$ cat src/rtl/keypad_bcd_scanner_if.sv
// Digit handshake between the keypad scanner (master) and the downstream BCD
// digit consumer (slave).
interface keypad_bcd_scanner_if;
    logic [3:0] code;
    logic       code_valid;
    logic       code_ready;

    modport master (
        output code,
        output code_valid,
        input  code_ready
    );

    modport slave (
        input  code,
        input  code_valid,
        output code_ready
    );
endinterface

$ cat src/rtl/keypad_bcd_scanner.sv
// Synchronises and debounces ten decimal key lines and emits one BCD digit
// per clean single-key press; multi-key presses raise a one-cycle error.
//
// state        | meaning
// IDLE         | no key seen on the synchronised lines
// DEBOUNCE     | key pattern captured in snap, counting stable cycles
// EMIT         | code presented, waiting for code_ready
// WAIT_RELEASE | waiting for all keys released and stable
module keypad_bcd_scanner #(
    parameter int DB_CYCLES = 16,
    parameter int CNT_W     = 16
) (
    input  logic                  clk,
    input  logic                  rst,
    input  logic [9:0]            keys,
    keypad_bcd_scanner_if.master  bus,
    output logic                  multi_err,
    output logic                  busy
);
    typedef enum logic [1:0] {
        IDLE,
        DEBOUNCE,
        EMIT,
        WAIT_RELEASE
    } state_t;

    localparam logic [CNT_W-1:0] DB_LAST = CNT_W'(DB_CYCLES - 1);
    localparam logic [CNT_W-1:0] CNT_ONE = CNT_W'(1);

    state_t           state, state_n;
    logic [9:0]       s1, ks;
    logic [9:0]       snap, snap_n;
    logic [CNT_W-1:0] cnt, cnt_n;
    logic [3:0]       code_q, code_n;
    logic             valid_q, valid_n;
    logic             multi_q, multi_n;
    logic [3:0]       snap_idx;
    logic             snap_one_hot;

    // snap is never zero while it is inspected, so clearing the lowest set
    // bit leaving zero means exactly one bit is set.
    assign snap_one_hot = ((snap & (snap - 10'd1)) == 10'd0);

    always_comb begin
        snap_idx = 4'd0;
        for (int i = 0; i < 10; i++) begin
            if (snap[i]) begin
                snap_idx = 4'(i);
            end
        end
    end

    always_ff @(posedge clk) begin
        if (rst) begin
            s1      <= '0;
            ks      <= '0;
            state   <= IDLE;
            snap    <= '0;
            cnt     <= '0;
            code_q  <= '0;
            valid_q <= 1'b0;
            multi_q <= 1'b0;
        end else begin
            s1      <= keys;
            ks      <= s1;
            state   <= state_n;
            snap    <= snap_n;
            cnt     <= cnt_n;
            code_q  <= code_n;
            valid_q <= valid_n;
            multi_q <= multi_n;
        end
    end

    always_comb begin
        state_n = state;
        snap_n  = snap;
        cnt_n   = cnt;
        code_n  = code_q;
        valid_n = valid_q;
        multi_n = 1'b0;
        unique case (state)
            IDLE: begin
                if (ks != 10'd0) begin
                    snap_n  = ks;
                    cnt_n   = '0;
                    state_n = DEBOUNCE;
                end
            end
            DEBOUNCE: begin
                if (ks == 10'd0) begin
                    state_n = IDLE;
                end else if (ks != snap) begin
                    snap_n = ks;
                    cnt_n  = '0;
                end else if (cnt != DB_LAST) begin
                    cnt_n = cnt + CNT_ONE;
                end else if (snap_one_hot) begin
                    code_n  = snap_idx;
                    valid_n = 1'b1;
                    state_n = EMIT;
                end else begin
                    multi_n = 1'b1;
                    cnt_n   = '0;
                    state_n = WAIT_RELEASE;
                end
            end
            EMIT: begin
                if (bus.code_ready) begin
                    valid_n = 1'b0;
                    cnt_n   = '0;
                    state_n = WAIT_RELEASE;
                end
            end
            WAIT_RELEASE: begin
                if (ks != 10'd0) begin
                    cnt_n = '0;
                end else if (cnt == DB_LAST) begin
                    state_n = IDLE;
                end else begin
                    cnt_n = cnt + CNT_ONE;
                end
            end
            default: state_n = IDLE;
        endcase
    end

    assign bus.code       = code_q;
    assign bus.code_valid = valid_q;
    assign multi_err      = multi_q;
    assign busy           = (state != IDLE);
endmodule

$ cat src/flat_wrapper.sv
// flat-port wrapper written by rule: the top's interface ports become plain ports
module keypad_bcd_scanner_flat 
#(
    parameter int DB_CYCLES = 16,
    parameter int CNT_W     = 16
)
  (clk, rst, keys, multi_err, busy, bus_code, bus_code_valid, bus_code_ready);
  keypad_bcd_scanner_if bus_i ();
  input  logic clk;
  input  logic rst;
  input  logic [9:0] keys;
  output logic multi_err;
  output logic busy;
  output wire logic [$bits(bus_i.code)-1:0] bus_code;
  output wire logic [$bits(bus_i.code_valid)-1:0] bus_code_valid;
  input wire logic [$bits(bus_i.code_ready)-1:0] bus_code_ready;
  assign bus_code = bus_i.code;
  assign bus_code_valid = bus_i.code_valid;
  assign bus_i.code_ready = bus_code_ready;
  keypad_bcd_scanner #(.DB_CYCLES(DB_CYCLES), .CNT_W(CNT_W)) u_core (.clk(clk), .rst(rst), .keys(keys), .bus(bus_i), .multi_err(multi_err), .busy(busy));
endmodule
$ cat config.mk
export PLATFORM = sky130hd
export DESIGN_NAME = keypad_bcd_scanner_flat
export DESIGN_NICKNAME = d
export VERILOG_FILES = /design/src/rtl/keypad_bcd_scanner_if.sv /design/src/rtl/keypad_bcd_scanner.sv /design/src/flat_wrapper.sv
export SDC_FILE = /design/constraint.sdc
export NUM_CORES = 1
export LEC_CHECK = 0
export ABC_AREA = 1
export ABC_CLOCK_PERIOD_IN_PS = 2200
export CAP_MARGIN = 20
export CORE_MARGIN = 1.5
export CORE_UTILIZATION = 45
export CTS_CLUSTER_DIAMETER = 50
export DETAILED_ROUTE_END_ITERATION = 6
export MAX_ROUTING_LAYER = met4
export SLEW_MARGIN = 20
export SYNTH_ARGS = -nofsm -noshare
export SYNTH_HDL_FRONTEND = slang
export SYNTH_SLANG_ARGS = --single-unit
$ cat constraint.sdc
create_clock -name clk -period 2.2 [get_ports clk]
set_input_delay 0.44 -clock clk [delete_from_list [all_inputs] [get_ports clk]]
set_output_delay 0.44 -clock clk [all_outputs]
set_load 0.01 [all_outputs]
Word-level counts from Yosys, hierarchy flattened
Cells that the tools add are included.
{ "op_classes": {"addsub": 2, "eq_ne": 19, "muxes": 38, "bitwise": 5, "n_reduce_logical": 13} }
{ "ops": {"columns": ["cell", "n"], "rows": [
  ["two-way mux 16 bit", 8],
  ["one-hot mux 16 bit (4 select lines)", 1],
  ["two-way mux 10 bit", 3],
  ["zero test 10 bit", 2],
  ["one-hot mux 10 bit (2 select lines)", 1],
  ["two-way mux 2 bit", 9],
  ["adder 16 x 1 -> 16 bit, second input constant", 1],
  ["equality test 16 x 4 -> 1 bit, second input constant", 1],
  ["inequality test 16 x 4 -> 1 bit, second input constant", 1],
  ["two-way mux 3 bit", 4],
  ["AND reduction 6 bit", 2],
  ["bitwise AND 10 bit", 1],
  ["inequality test 10 bit", 1],
  ["inequality test 2 bit, second input constant", 5],
  ["AND reduction 5 bit", 2],
  ["nonzero test 10 bit", 1],
  ["subtractor 10 x 1 -> 10 bit, second input constant", 1],
  ["inequality test 3 x 2 -> 1 bit, second input constant", 3],
  ["two-way mux 1 bit", 8],
  ["two-way mux 4 bit", 2],
  ["inequality test 2 x 1 -> 1 bit, second input constant", 4],
  ["one-hot mux 2 bit (4 select lines)", 1],
  ["nonzero test 2 bit", 3],
  ["OR reduction 5 bit", 1],
  ["other kinds (7)", 11]
]} }
{ "word_totals": {"regBits": 54, "inputBits": 13, "out_inout_bits": 7, "word_cells": 85} }

Logic depth before layout (Yosys ltp)
{ "logic_depth": {"word_depth": 9, "depth_mapped": 13, "mapped_depth_nobuf": 12} }

Least setup slack after synthesis
OpenSTA, ideal clock, no wires.
{ "synth_timing": {"kind": "register -> register", "startpoint": "reg u_core.cnt[0]", "endpoint": "reg u_core.cnt[7]", "setup_ns": 0.113, "arrival_time_ns": 1.574, "required_time_ns": 2.087, "setup_slack_ns": 0.513, "stages_incl_launch_ff": 12, "path_buffers": 1, "synth_period_minus_slack_ns": 1.687, "cell_sequence": "dfxtp_1 ha_1 nand2_1 nor2_2 nand3_2 nor2_4 nand4_4 nor2_4 nor2_4 buf_2 nor2_1 nor2_1"} }
{ "synth_via": {"elab_chain_len": 5, "word_cells_on_any_way": 12, "cone_classes": "1 x add/sub; 4 x eq/ne; 6 x mux; 1 x reduce/logical"} }
{ "synth_lines": {"columns": ["item", "line_no", "rtl"], "rows": [
  ["start: declaration", "keypad_bcd_scanner.sv:33", "logic [CNT_W-1:0] cnt, cnt_n;"],
  ["start signal: assignment", "keypad_bcd_scanner.sv:68", "cnt <= cnt_n;"],
  ["adder 16 x 1 -> 16 bit / inequality test 16 x 4 -> 1 bit (equally long branches)", "keypad_bcd_scanner.sv:97, keypad_bcd_scanner.sv:121, keypad_bcd_scanner.sv:96", null],
  ["two-way mux 16 bit", "keypad_bcd_scanner.sv:96", "end else if (cnt != DB_LAST) begin"],
  ["two-way mux 16 bit", "keypad_bcd_scanner.sv:93", "end else if (ks != snap) begin"],
  ["two-way mux 16 bit", "keypad_bcd_scanner.sv:91", "if (ks == 10'd0) begin"],
  ["one-hot mux 16 bit (4 select lines)", "keypad_bcd_scanner.sv:82", "unique case (state)"]
]} }
Parallel ways exist; a longest one is shown, timed or not. The select of a mux whose other input is x is not followed.
A chain may end at the register's enable or synchronous reset.

Worst setup path after layout
{ "layout_timing": {"startpoint": "reg u_core.cnt[0]", "endpoint": "reg u_core.cnt[4]"} }
Same word-level chain as after synthesis.

==> qor.yml <==
netlist_instances: 451
dr.pass1.iters: 4
h-tree-depth: 2
synth_warnings: 0
die_area_mm2: 0.006892
sw_frac_of_total: 0.3780
p_leak_nw: 1.506
n_antenna_cell: 0
fin_crit_ps: 1965
die_h_um: 83.02
cts_tree: "built"
port_buffers: 19
worstPathArrival_ps: 2180
drc: 0
critPathMostFrequentCell: "nand2_1"
rsz0062_at_grt: "false"
crit_buf_inv: 0
num_vias: 2542
synth.distinct_cells: 32
vias_per_cell: 4.656
post-route-period-util: 0.8932
core_mm2: 0.006061
power_density_mw_per_mm2: 792.4
worst_clock_skew_ps: 9.026
avgSynthCellArea_um2: 6.389
drive_above_1_share: 0.08917
async_flop_share: 0
cp_max_fo: 25
grt_pass1_wl_um: 10130
nets: 484
slowest_delay_ps: 470
clock_latency_ps: 310
syn_to_final_growth_pct: 12.03
post_cts_buffers: 0
synth_top_area_frac: 0.3752
netlist_area_mm2: 0.002882
clkSinkCount: 54
start_util: 0.4754
ys_seq_area_frac: 0.3752
seqPwrFrac: 0.464
wl_per_cell_um: 10.71
place_congestion: 0.8916
postRouteWirelength_um: 5846
hp-class: "reg -> reg"
final_hold_viol_count: 0
holdWs_ps: 402.6
grt_usage: 0.1818
r2r_slack_ps: 230
num_rows: 28
path_clk_slew_ps: 110
slowest_stage: "nor2_4"
initialDrtViolationCount: 161
hpwl_um: 4315
ir_drop_uv: 374.8
synth_area_leaders: "dfxtp_1 38%, nand2_1 15%, nor2_1 12%"
crit_path_end_kind: "flip-flop"
cts_buffer_depth: 2
synthTopCellsByCount: "116 x nand2_1, 91 x nor2_1, 62 x inv_1, 54 x dfxtp_1, 26 x nand3_1"
combPwrFrac: 0.303
switching_power_mw: 0.9669
worst_setup_path_start_kind: "flip-flop"
synth_top_cell_by_area: "dfxtp_1"
status: "complete, no violations"
fmax_ghz: 0.5089
grt_pass1_vias: 2153
report.power.total_mw: 2.558
maxCapViolCount: 0
drtAntennaViolNets: 0
synth_edf_count: 0
synth_nets: 465
p_int_mw: 1.591
io_pins: 20
tightest_slew_ps: 531.7
synth_ff_type: "dfxtp_1"
grt_max_degree: 28
cp_top_family: "simple AND/OR/NAND/NOR gates"
root_buffer: "clkbuf_8"
crit_type: "reg -> reg"
slew_headroom: 0.6447
cp_data_required_time_ps: 2410
antenna_found_initial: 0
maxSlewViolCount: 0
tns_ps: 0
cts_buffers: 5
p_clk_frac: 0.233
synth-seq-cells: 54
synthMostInstantiatedCell: "nand2_1"
dieWidth_um: 83.02
setup_viol: 0
ctsHoldBuffers: 0
overflow: 0
worstPathCellList: "ha_1 -> nand2_1 -> nor2_2 -> nand3_2 -> nor2_4 -> nand3_1 -> nand4_1 -> nor2_4 -> nand2_1 -> nand2_1 -> nor2_1"
-- registers in the layout, indices dropped and copies added, names as in the netlist, named ones only --
register and cells:
u_core.cnt 16, u_core.ks 10, u_core.s1 10, u_core.snap 10, u_core.bus.code 4, u_core.bus.code_valid 1
u_core.multi_err 1, u_core.state 1
-- layout make-up --
| class | count | area [µm²] |
|---|---|---|
| Clock buffer | 5 | 68.82 |
| Clock inverter | 3 | 28.78 |
| Fill cell | 631 | 2833 |
| Inverter | 69 | 259.0 |
| Multi-Input combinational cell | 317 | 1476 |
| Sequential cell | 54 | 1081 |
| Tap cell | 75 | 93.84 |
| Timing Repair Buffer | 23 | 220.2 |
-- routing by layer --
layer  up-vias  track usage  part of all wire
li1       1411            -                 -
met1      1094       0.2750              0.57
met2        35       0.2528              0.40
met3         2      0.02386             0.027
met4         0      0.04848            0.0058
met5         -            -                 0
-- final timing paths --
kind            startpoint       endpoint  cells after the start
max          u_core.cnt[0]  u_core.cnt[4]                     11
min           u_core.s1[3]   u_core.ks[3]                      2
max reg2reg  u_core.cnt[0]  u_core.cnt[4]                     11
min reg2reg   u_core.s1[3]   u_core.ks[3]                      2
-- through the flow --
step	instances	util	setup slack (ps)	area [µm²]
final	546	0.5326	235.0	3228
after detailed placement	538	0.5157	146.5	3126
after global placement	538	0.5157	201.7	3126
after floorplan	451	-	512.9	2882
after CTS	546	0.5318	197.5	3223
after global routing	546	0.5326	30.78	3228
-- cell families after synthesis --
kind of cell / synth area share
xor gates and xnor gates: 0.02128
AOI/OAI and AO/OA: 0.07382
and+or+nand+nor: 0.4112
buffers and inverters: 0.1142
DFF: 0.3752
adders and majority gates: 0.004341
-- power by group through the flow --
| stage | combinational, mW | sequential [mW] | clock, mW |
|---|---|---|---|
| after floorplan | 0.652 | 1.17 | 0 |
| after global placement | 0.767 | 1.21 | 0 |
| after detailed placement | 0.773 | 1.21 | 0 |
| after CTS | 0.776 | 1.19 | 0.619 |
| after global routing | 0.893 | 1.21 | 0.660 |
| final | 0.775 | 1.19 | 0.597 |
-- timing repair --
action,4_1_cts,5_1_grt
resized for setup,0,1
endpoints found under the hold margin,0,0
endpoints found under the setup margin,0,2
-- worst register-to-register path, delay by kind of cell (launching register included) --
family	cells	cell delay, ps
adder cells (fa/ha/maj)	1	230
AND/OR/NAND/NOR	10	1290
flip-flops	1	350
-- cell usage in the layout (no fill, tap or decap), types with 3 or more instances in the layout --
| cell | Yosys | routed |
|---|---|---|
| xor2_1 | 4 | 4 |
| a21oi_1 | 20 | 20 |
| nand2_1 | 116 | 116 |
| nor2_2 | 9 | 9 |
| nand3_1 | 26 | 26 |
| dfxtp_1 | 54 | 54 |
| xnor2_1 | 3 | 3 |
| nor2_1 | 91 | 91 |
| nand4_1 | 8 | 8 |
| inv_2 | 6 | 6 |
| inv_1 | 62 | 62 |
| clkbuf_8 | 0 | 5 |
| nor2_4 | 4 | 4 |
| clkdlybuf4s50_1 | 0 | 19 |
| buf_4 | 0 | 4 |
| o21ai_0 | 17 | 17 |
No activity file was read; power rests on OpenSTA's default activity.
